==> src/rtl/pcie_byte_tx_arbiter_if.sv <==
// Byte-TX arbiter bus: per-source request lanes, TX handshake and status.
// The arbiter takes the slave view; sources and the byte TX sit on master.
interface pcie_byte_tx_arbiter_if #(
    parameter int NUM_REQ = 4
);
    logic [NUM_REQ-1:0]   req_valid;
    logic [8*NUM_REQ-1:0] req_data;
    logic [NUM_REQ-1:0]   req_last;
    logic [NUM_REQ-1:0]   req_ready;
    logic                 TX_READY;
    logic [7:0]           DATA;
    logic                 Valid;
    logic [NUM_REQ-1:0]   grant;
    logic                 busy;
    logic                 err_trunc;

    modport slave (
        input  req_valid,
        input  req_data,
        input  req_last,
        input  TX_READY,
        output req_ready,
        output DATA,
        output Valid,
        output grant,
        output busy,
        output err_trunc
    );

    modport master (
        output req_valid,
        output req_data,
        output req_last,
        output TX_READY,
        input  req_ready,
        input  DATA,
        input  Valid,
        input  grant,
        input  busy,
        input  err_trunc
    );
endinterface

==> src/rtl/pcie_byte_tx_arbiter.sv <==
// Packet-granular round-robin arbiter for the shared PCIe byte-TX lane.
// Define PCIE_ARB_PRIO0_EN to give source 0 strict priority at arbitration.
module pcie_byte_tx_arbiter #(
    parameter int NUM_REQ = 4,
    parameter int MAX_PKT = 64,
    parameter int IPG     = 1
) (
    input  logic CLK,
    input  logic RESET,
    pcie_byte_tx_arbiter_if.slave bus
);
    localparam int PW  = (NUM_REQ > 1) ? $clog2(NUM_REQ) : 1;
    localparam int PW1 = PW + 1;

    typedef enum logic [1:0] {IDLE, XFER, GAP} state_t;

    state_t state;
    state_t state_nx;

    logic [PW-1:0]      ptr;
    logic [PW-1:0]      own;
    logic [PW-1:0]      win;
    logic [PW:0]        idx;
    logic               found;
    logic               upd_ptr;
    logic [7:0]         cnt;
    logic [1:0]         gcnt;
    logic [7:0]         data_q;
    logic               valid_q;
    logic               err_q;
    logic [NUM_REQ-1:0] own_oh;
    logic               any_req;
    logic               acc;
    logic               lst;
    logic               lim;
    logic               fin;

    assign any_req = |bus.req_valid;
    assign own_oh  = NUM_REQ'(1) << own;
    assign acc     = (state == XFER) & bus.TX_READY & bus.req_valid[own];
    assign lst     = bus.req_last[own];
    assign lim     = (cnt == 8'(MAX_PKT - 1));
    assign fin     = acc & (lst | lim);

    // Search starts one past the last winner so every source gets a turn.
    always_comb begin
        win     = ptr;
        idx     = '0;
        found   = 1'b0;
        upd_ptr = 1'b1;
        for (int i = 1; i <= NUM_REQ; i++) begin
            idx = {1'b0, ptr} + PW1'(i);
            if (idx >= PW1'(NUM_REQ))
                idx = idx - PW1'(NUM_REQ);
            if (!found && bus.req_valid[idx[PW-1:0]]) begin
                win   = idx[PW-1:0];
                found = 1'b1;
            end
        end
`ifdef PCIE_ARB_PRIO0_EN
        // Source 0 wins without disturbing the rotation of the others.
        if (bus.req_valid[0]) begin
            win     = '0;
            upd_ptr = 1'b0;
        end
`endif
    end

    always_ff @(posedge CLK) begin
        if (RESET)
            state <= IDLE;
        else
            state <= state_nx;
    end

    always_comb begin
        state_nx = state;
        unique case (state)
            IDLE: begin
                if (any_req)
                    state_nx = XFER;
            end
            XFER: begin
                if (fin)
                    state_nx = (IPG == 0) ? IDLE : GAP;
            end
            GAP: begin
                if (gcnt == 2'(IPG - 1))
                    state_nx = IDLE;
            end
            default: state_nx = IDLE;
        endcase
    end

    always_comb begin
        bus.req_ready = '0;
        bus.grant     = '0;
        bus.busy      = (state != IDLE);
        if (state == XFER) begin
            bus.grant = own_oh;
            if (bus.TX_READY)
                bus.req_ready = own_oh;
        end
    end

    always_ff @(posedge CLK) begin
        if (RESET) begin
            ptr     <= PW'(NUM_REQ - 1);
            own     <= '0;
            cnt     <= '0;
            gcnt    <= '0;
            data_q  <= '0;
            valid_q <= 1'b0;
            err_q   <= 1'b0;
        end else begin
            valid_q <= acc;
            // Truncation only when the limit byte is not also the packet end.
            err_q   <= acc & lim & ~lst;
            gcnt    <= (state == GAP) ? gcnt + 2'd1 : 2'd0;
            if (acc) begin
                data_q <= bus.req_data[{own, 3'b000} +: 8];
                cnt    <= cnt + 8'd1;
            end
            if (state == IDLE && any_req) begin
                own <= win;
                cnt <= '0;
                if (upd_ptr)
                    ptr <= win;
            end
        end
    end

    assign bus.DATA      = data_q;
    assign bus.Valid     = valid_q;
    assign bus.err_trunc = err_q;
endmodule

==> src/flat_wrapper.sv <==
// flat-port wrapper written by rule: the top's interface ports become plain ports
module pcie_byte_tx_arbiter_flat 
#(
    parameter int NUM_REQ = 4,
    parameter int MAX_PKT = 64,
    parameter int IPG     = 1
)
  (CLK, RESET, bus_req_valid, bus_req_data, bus_req_last, bus_TX_READY, bus_req_ready, bus_DATA, bus_Valid, bus_grant, bus_busy, bus_err_trunc);
  pcie_byte_tx_arbiter_if #(.NUM_REQ(NUM_REQ)) bus_i ();
  input  logic CLK;
  input  logic RESET;
  input wire logic [$bits(bus_i.req_valid)-1:0] bus_req_valid;
  input wire logic [$bits(bus_i.req_data)-1:0] bus_req_data;
  input wire logic [$bits(bus_i.req_last)-1:0] bus_req_last;
  input wire logic [$bits(bus_i.TX_READY)-1:0] bus_TX_READY;
  output wire logic [$bits(bus_i.req_ready)-1:0] bus_req_ready;
  output wire logic [$bits(bus_i.DATA)-1:0] bus_DATA;
  output wire logic [$bits(bus_i.Valid)-1:0] bus_Valid;
  output wire logic [$bits(bus_i.grant)-1:0] bus_grant;
  output wire logic [$bits(bus_i.busy)-1:0] bus_busy;
  output wire logic [$bits(bus_i.err_trunc)-1:0] bus_err_trunc;
  assign bus_i.req_valid = bus_req_valid;
  assign bus_i.req_data = bus_req_data;
  assign bus_i.req_last = bus_req_last;
  assign bus_i.TX_READY = bus_TX_READY;
  assign bus_req_ready = bus_i.req_ready;
  assign bus_DATA = bus_i.DATA;
  assign bus_Valid = bus_i.Valid;
  assign bus_grant = bus_i.grant;
  assign bus_busy = bus_i.busy;
  assign bus_err_trunc = bus_i.err_trunc;
  pcie_byte_tx_arbiter #(.NUM_REQ(NUM_REQ), .MAX_PKT(MAX_PKT), .IPG(IPG)) u_core (.CLK(CLK), .RESET(RESET), .bus(bus_i));
endmodule
==> config.mk <==
export PLATFORM = sky130hd
export DESIGN_NAME = pcie_byte_tx_arbiter_flat
export DESIGN_NICKNAME = d
export VERILOG_FILES = /design/src/rtl/pcie_byte_tx_arbiter_if.sv /design/src/rtl/pcie_byte_tx_arbiter.sv /design/src/flat_wrapper.sv
export SDC_FILE = /design/constraint.sdc
export NUM_CORES = 1
export LEC_CHECK = 0
export ABC_AREA = 1
export CAP_MARGIN = 20
export CORE_MARGIN = 8
export CORE_UTILIZATION = 39
export CTS_CLUSTER_DIAMETER = 200
export CTS_CLUSTER_SIZE = 30
export DETAILED_ROUTE_END_ITERATION = 7
export PLACE_DENSITY = 0.77
export SLEW_MARGIN = 20
export SYNTH_ARGS = -nofsm -noshare
export SYNTH_HDL_FRONTEND = slang
export SYNTH_SLANG_ARGS = --single-unit
==> constraint.sdc <==
create_clock -name CLK -period 1.2 [get_ports CLK]
set_input_delay 0.24 -clock CLK [delete_from_list [all_inputs] [get_ports CLK]]
set_output_delay 0.24 -clock CLK [all_outputs]
set_load 0.01 [all_outputs]
==> results.py, run 1 <==
metrics = {
    "setup_path": {
        "path_max_fanout": 5,
        "worstSetupPathType": "flop to flop",
        "rrSetupSlack_ns": -0.33,
        "cp-end-kind": "flop",
        "worstRegToRegCells": 8,
        "slowest_stage": "dfxtp_4",
        "timing.critical_path.cells": "nand2_4 -> buf_4 -> buf_4 -> o211ai_1 -> nand2_1 -> nand2_2 -> nand2_1 -> a21oi_1",
        "worst-endpoint-arrival_ns": 1.73,
        "start_kind": "flop",
        "required_ns": 1.40,
        "cpPeakStageDelay_ns": 0.43,
    },
    "pwr": {
        "p_total_mw": 5.16,
        "netSwitchingFraction_pct": 44.5,
        "power_density_nw_per_um2": 1750,
        "p_sw_mw": 2.30,
        "internal_power_mw": 2.86,
        "worst_ir_drop_vdd_v": 0.000903,
        "comb_power_share_pct": 65.0,
        "power_leakage_nw": 1.31,
        "power_frac_clock_pct": 11.3,
        "seq_power_share_pct": 23.7,
    },
    "sta": {
        "holdWs_ns": 0.419,
        "hold_viol_final": 0,
        "rsz0062_at_grt": "true",
        "fmax_mhz": 655,
        "maxSlewHeadroom_pct": 78.3,
        "timing_worst_slew_pin_value_ns": 0.324,
        "period_needed_ns": 1.53,
        "setup_total_negative_slack_ns": -7.73,
        "post-route-worst-setup-slack_ns": -0.328,
        "final-setup-viol-count": 33,
        "min_period_over_period_pct": 127,
        "maxSlewViolCount": 0,
        "fin_worst_skew_ns": 0.00341,
    },
    "synth": {
        "synth_ff_type": "dfxtp_1",
        "netlist.top_cell.by_area": "dfxtp_1",
        "synth_largest_type_area_fraction_pct": 34.5,
        "synth.ff_latch_count": 26,
        "synthArstFlopShare_pct": 0,
        "post_synth_most_frequent_cells": "72 x nand2_1, 28 x a21oi_1, 26 x dfxtp_1",
        "yosys.area_share.simple_pct": 33.8,
        "synth-edff-count": 0,
        "post_synth_mux_area_share_pct": 0,
        "post_synth_num_cell_types": 28,
        "sequential_share_of_the_synthesized_area_pct": 34.5,
        "netlist_area_um2": 1510,
        "post_synth_main_area_contributors": "dfxtp_1 34%, nand2_1 18%, a21oi_1 9.3%",
        "synth_fp_nets": 281,
        "synth_warnings": 0,
        "synth_cells": 236,
        "synth_top_family_by_area": "simple AND/OR/NAND/NOR gates",
        "synth-xor-area-share_pct": 2.32,
        "synth_area_per_cell_um2": 6.40,
        "synth_most_common_cell": "nand2_1",
        "post_synthesis_compound_gate_area_fraction_pct": 18.5,
        "synthAdderAreaFrac_pct": 1.66,
    },
    "cts": {
        "hold_buffers": 0,
        "cts.root.buffer_cell": "clkbuf_8",
        "cts_tree": "built",
        "insertion_delay_ns": 0.28,
        "cts.htree.levels": 1,
        "cts_made_buffers": 3,
        "clock_sinks": 26,
        "cts.path.max_buffers": 2,
        "clk_transition_reported_paths_ns": 0.09,
    },
    "detailed_routing": {
        "routedWlPerCell_um": 15.3,
        "total_number_of_vias": 2039,
        "route.detailed.vias_per_inst": 5.20,
        "detailedRoute.firstPassIterationCount": 4,
        "wirelength_mm": 6.02,
        "drc_errors": 0,
        "drtIter0Drc": 75,
        "drt.antenna.violating_nets": 0,
    },
    "status": {
        "failed_checks": "setup timing",
        "status": "finished, violations left",
    },
    "floorplan": {
        "ios": 62,
        "placeableCoreArea_um2": 3690,
        "initial_core_util_pct": 40.9,
        "die_footprint_um2": 6120,
        "chipWidth_um": 78.2,
        "die_h_um": 78.2,
        "placement_rows": 22,
    },
    "final_layout": {
        "final_cell_area_um2": 2940,
        "nNetsFinal": 390,
        "layout.filler_cells": 248,
        "n_antenna_cell": 0,
        "syn2layout_area_growth_pct": 94.7,
        "layout_cell_share_with_drive_strength_beyond_1_pct": 44.8,
    },
    "grt": {
        "initial_antenna_violation_count": 0,
        "grt_first_pass_wirelength_mm": 9.52,
        "number_of_global_route_vias_before_repair": 2100,
        "grt_util_all_layers_pct": 18.5,
        "maximum_number_of_pins_on_one_net_before_global_route_repair": 15,
        "grt.overflow.total": 0,
    },
    "placement": {
        "finalWeightedCongestion": 0.801,
        "dp.final_hpwl_mm": 3.75,
        "port_buffers": 61,
        "dpl-instance-area_um2": 2470,
    },
    "worst_hold_path": {
        "timing.hold.worst_path_depth": 1,
        "timing.hold.worst.class": "flop to flop",
    },
    "job": {
        "cap_viol_max_count": 0,
    },
}
[power groups by stage]
stage          clock network, mW  logic [mW]  registers, mW
3_3_place_gp                   0        2.29           1.18
5_1_grt                    0.622        3.60           1.25
6_report                   0.583        3.35           1.22
4_1_cts                    0.581        2.87           1.19
2_1_floorplan                  0        1.40           1.14
3_5_place_dp                   0        2.34           1.18
[critical path: cells and delay by family, from the launching register on]
kind | cells | cell delay, ns
DFF | 1 | 0.43
AOI/OAI and AO/OA | 2 | 0.41
and+or+nand+nor | 4 | 0.33
buffers and inverters | 2 | 0.28
[cell usage in the layout, fill, tap and decap left out, types with 8 or more instances in the layout]
cell type	synthesis	final
inv_1	19	12
clkdlybuf4s50_1	0	38
dfxtp_1	26	20
buf_2	0	8
dlygate4sd2_1	0	9
buf_6	1	16
a21oi_1	28	21
buf_4	3	32
nand3_2	0	8
o21ai_2	0	10
nor2_1	18	9
nand2_1	72	48
nand2_2	1	18
[flip-flops by register name (all words and copies together), names as in the netlist]
name,flops
u_core.state,2
u_core.bus.err_trunc,1
u_core.ptr,2
u_core.own,2
u_core.bus.Valid,1
u_core.bus.DATA,8
u_core.cnt,8
u_core.gcnt,2
[stage by stage]
stage / utilization [%] / std cells / setup WS (ns)
after floorplan: - / 236 / -0.0291
after global placement: 67.1 / 375 / -0.653
after detailed placement: 67.1 / 375 / -0.680
after CTS: 75.7 / 389 / -0.279
after global routing: 79.7 / 392 / -0.402
final: 79.7 / 392 / -0.328
[final timing paths]
kind,to,from
setup / recovery,u_core.state[0],u_core.own[1]
hold / removal,u_core.gcnt[0],u_core.gcnt[0]
setup reg to reg,u_core.state[0],u_core.own[1]
hold reg to reg,u_core.gcnt[0],u_core.gcnt[0]
[per-layer routing]
metal | wire, µm | up-vias | part of all wire (%) | GRT usage [%]
met4 | 144 | 0 | 2.4 | 5.93
met3 | 303 | 16 | 5.0 | 4.44
met5 | 0 | - | 0 | 0
li1 | - | 996 | - | -
met1 | 2380 | 957 | 40 | 19.8
met2 | 3180 | 70 | 53 | 34.6
[cell families (layout without fill, tap and decap cells)]
kind of cell	Yosys count	after routing
DFF	26	26
xor gates and xnor gates	4	4
buffers and inverters	32	140
adders and majority gates	2	2
and+or+nand+nor	121	121
AOI/OAI and AO/OA	51	51
[area by class of cell]
| type | count | area [µm²] | area share [%] |
|---|---|---|---|
| multi-input combinational | 178 | 1160 | 39.4 |
| timing repair buffer | 110 | 1000 | 34.0 |
| sequential | 26 | 538 | 18.3 |
| inverter | 26 | 128 | 4.34 |
| tap | 48 | 60.1 | 2.04 |
| clock buffer | 4 | 55.1 | 1.87 |
[timing repair]
item	in CTS	in global routing
setup buffers	9	3
cloned	1	0
gates resized for setup	119	48
setup endpoints to repair	43	38
pin swaps	23	23
No activity file was read; power rests on OpenSTA's default activity.
==> run 2, diff against run 1 <==
- ABC_AREA: 1 -> not set
- CORE_UTILIZATION: 39 -> 38
- PLACE_DENSITY: 0.77 -> 0.76
==> results.py, run 2 <==
metrics = {
    "final_layout": {
        "layout_cell_share_with_drive_strength_beyond_1_pct": 46.0,
        "n_antenna_cell": 0,
        "nNetsFinal": 308,
        "most-common-layout-cells": "37 x clkdlybuf4s50_1, 33 x buf_4, 20 x dfxtp_1, 15 x nand2_1",
        "final_common_cell": "clkdlybuf4s50_1",
        "syn2layout_area_growth_pct": 81.2,
    },
    "cts": {
        "hold_buffers": 0,
        "clock_sinks": 26,
        "cts.root.buffer_cell": "clkbuf_8",
        "cts.path.max_buffers": 2,
        "insertion_delay_ns": 0.27,
        "cts.htree.levels": 1,
        "clk_transition_reported_paths_ns": 0.09,
        "cts_made_buffers": 3,
        "cts_tree": "built",
    },
    "synth": {
        "synth_cells": 163,
        "synth_warnings": 0,
        "netlist.top_cell.by_area": "dfxtp_1",
        "post_synth_most_frequent_cells": "26 x dfxtp_1, 24 x nand2_1, 20 x nor2_1",
        "post_synth_main_area_contributors": "dfxtp_1 35%, mux4_2 17%, nand2_1 6.1%",
        "synth_area_per_cell_um2": 9.05,
        "synthArstFlopShare_pct": 0,
        "synth_largest_type_area_fraction_pct": 35.3,
        "synth_ff_type": "dfxtp_1",
        "synth-edff-count": 0,
        "synth_most_common_cell": "dfxtp_1",
        "post_synth_num_cell_types": 34,
        "synth_fp_nets": 208,
        "synth.ff_latch_count": 26,
        "netlist_area_um2": 1480,
        "sequential_share_of_the_synthesized_area_pct": 35.3,
    },
    "sta": {
        "hold_viol_final": 0,
        "post-route-worst-setup-slack_ns": -0.345,
        "maxSlewViolCount": 0,
        "timing_worst_slew_pin_value_ns": 0.357,
        "rsz0062_at_grt": "true",
        "min_period_over_period_pct": 129,
        "fmax_mhz": 647,
        "period_needed_ns": 1.54,
        "maxSlewHeadroom_pct": 76.2,
        "final-setup-viol-count": 33,
        "fin_worst_skew_ns": 0.00739,
        "setup_total_negative_slack_ns": -7.96,
    },
    "setup_path": {
        "required_ns": 1.39,
        "regToRegStartpoint": "u_core.own[1]",
        "path_max_fanout": 7,
        "worst-endpoint-arrival_ns": 1.73,
        "critical_path.startpoint": "u_core.own[1]",
        "worstSetupPathType": "flop to flop",
        "start_kind": "flop",
        "cp-end-kind": "flop",
    },
    "pwr": {
        "worst_ir_drop_vdd_v": 0.000596,
        "power_leakage_nw": 1.07,
        "power_density_nw_per_um2": 881,
    },
    "detailed_routing": {
        "drc_errors": 0,
        "wirelength_mm": 5.07,
        "detailedRoute.firstPassIterationCount": 4,
        "drtIter0Drc": 97,
        "drt.antenna.violating_nets": 0,
        "route.detailed.vias_per_inst": 5.33,
        "total_number_of_vias": 1648,
        "routedWlPerCell_um": 16.4,
    },
    "grt": {
        "grt.met3_usage_pct": 5.58,
        "maximum_number_of_pins_on_one_net_before_global_route_repair": 14,
        "groute.layer.met2.usage_pct": 27.0,
        "grt_util_met1_pct": 16.8,
        "grt_first_pass_wirelength_mm": 7.79,
        "grt_util_all_layers_pct": 15.2,
        "initial_antenna_violation_count": 0,
        "grt.overflow.total": 0,
        "number_of_global_route_vias_before_repair": 1728,
        "busiest_metal_layer_after_global_routing": "met2",
    },
    "worst_hold_path": {
        "timing.hold.worst.class": "flop to flop",
        "worstHoldStart": "u_core.gcnt[0]",
    },
    "status": {
        "failed_checks": "setup timing",
        "status": "finished, violations left",
    },
    "placement": {
        "port_buffers": 61,
        "finalWeightedCongestion": 0.807,
        "dp.final_hpwl_mm": 3.56,
        "dp_slack_ns": -0.727,
    },
    "floorplan": {
        "die_footprint_um2": 6130,
        "ios": 62,
        "placeableCoreArea_um2": 3690,
        "chipWidth_um": 78.3,
        "initial_core_util_pct": 40.0,
        "die_h_um": 78.3,
        "placement_rows": 22,
    },
    "job": {
        "cap_viol_max_count": 0,
    },
}
==> run 2: critical path: stages, from the launching register on <==
cell and delay (ns):
dfxtp_4 0.38, mux4_2 0.61, nand2_4 0.17, buf_6 0.11, nand2_1 0.04, a21oi_1 0.14
==> run 2: what timing repair did <==
| action | 4_1_cts | 5_1_grt |
|---|---|---|
| buffers inserted | 5 | 4 |
| resized for setup | 88 | 36 |
| gates cloned | 1 | 0 |
| pin swaps | 19 | 19 |
| endpoints found under the setup margin | 43 | 34 |
==> run 2: cells by family after synthesis <==
| group | count (synthesis) | share of synthesized area, % |
|---|---|---|
| buffers and inverters | 14 | 5.77 |
| adder cells (fa/ha/maj) | 2 | 1.70 |
| AO/OA/AOI/OAI | 26 | 10.3 |
| XOR/XNOR | 5 | 3.48 |
| multiplexers | 11 | 16.8 |
| flip-flops | 26 | 35.3 |
| AND/OR/NAND/NOR | 79 | 26.7 |
==> run 2: layer usage <==
metal  part of all wire, %  vias to the layer above
li1                      -                      780
met1                    37                      774
met2                    51                       75
met3                   8.7                       19
met4                   2.8                        0
met5                     0                        -
==> run 2: final timing paths <==
kind	slack (ns)	to	cells past startpoint
worst min register to register	0.44	u_core.gcnt[0]	1
worst max-delay path	-0.34	u_core.cnt[1]	5
worst min-delay path	0.44	u_core.gcnt[0]	1
worst max register to register	-0.34	u_core.cnt[1]	5
==> run 2: final cells by class <==
| class | count | area (µm²) |
|---|---|---|
| sequential | 26 | 533 |
| clock buffer | 3 | 41.3 |
| inverter | 3 | 11.3 |
| timing repair buffer | 105 | 947 |
| multi-input combinational | 124 | 1080 |
| tap | 48 | 60.1 |
| fill | 259 | 1020 |
==> run 2: where the power goes <==
group / switching [mW] / internal [mW]
logic: 0.380 / 0.537
registers: 0.0431 / 0.906
clock network: 0.263 / 0.225
==> run 2: metrics by stage <==
step / utilization, % / hold slack, ns / instance area (µm²) / instances / power [mW]
after global placement: 64.3 / 0.407 / 2370 / 297 / 1.69
after detailed placement: 64.3 / 0.413 / 2370 / 297 / 1.70
final: 72.5 / 0.443 / 2670 / 309 / 2.35
after floorplan: - / 0.392 / 1500 / 163 / 1.33
after CTS: 68.6 / 0.428 / 2530 / 306 / 2.25
after global routing: 72.5 / 0.454 / 2670 / 309 / 2.46
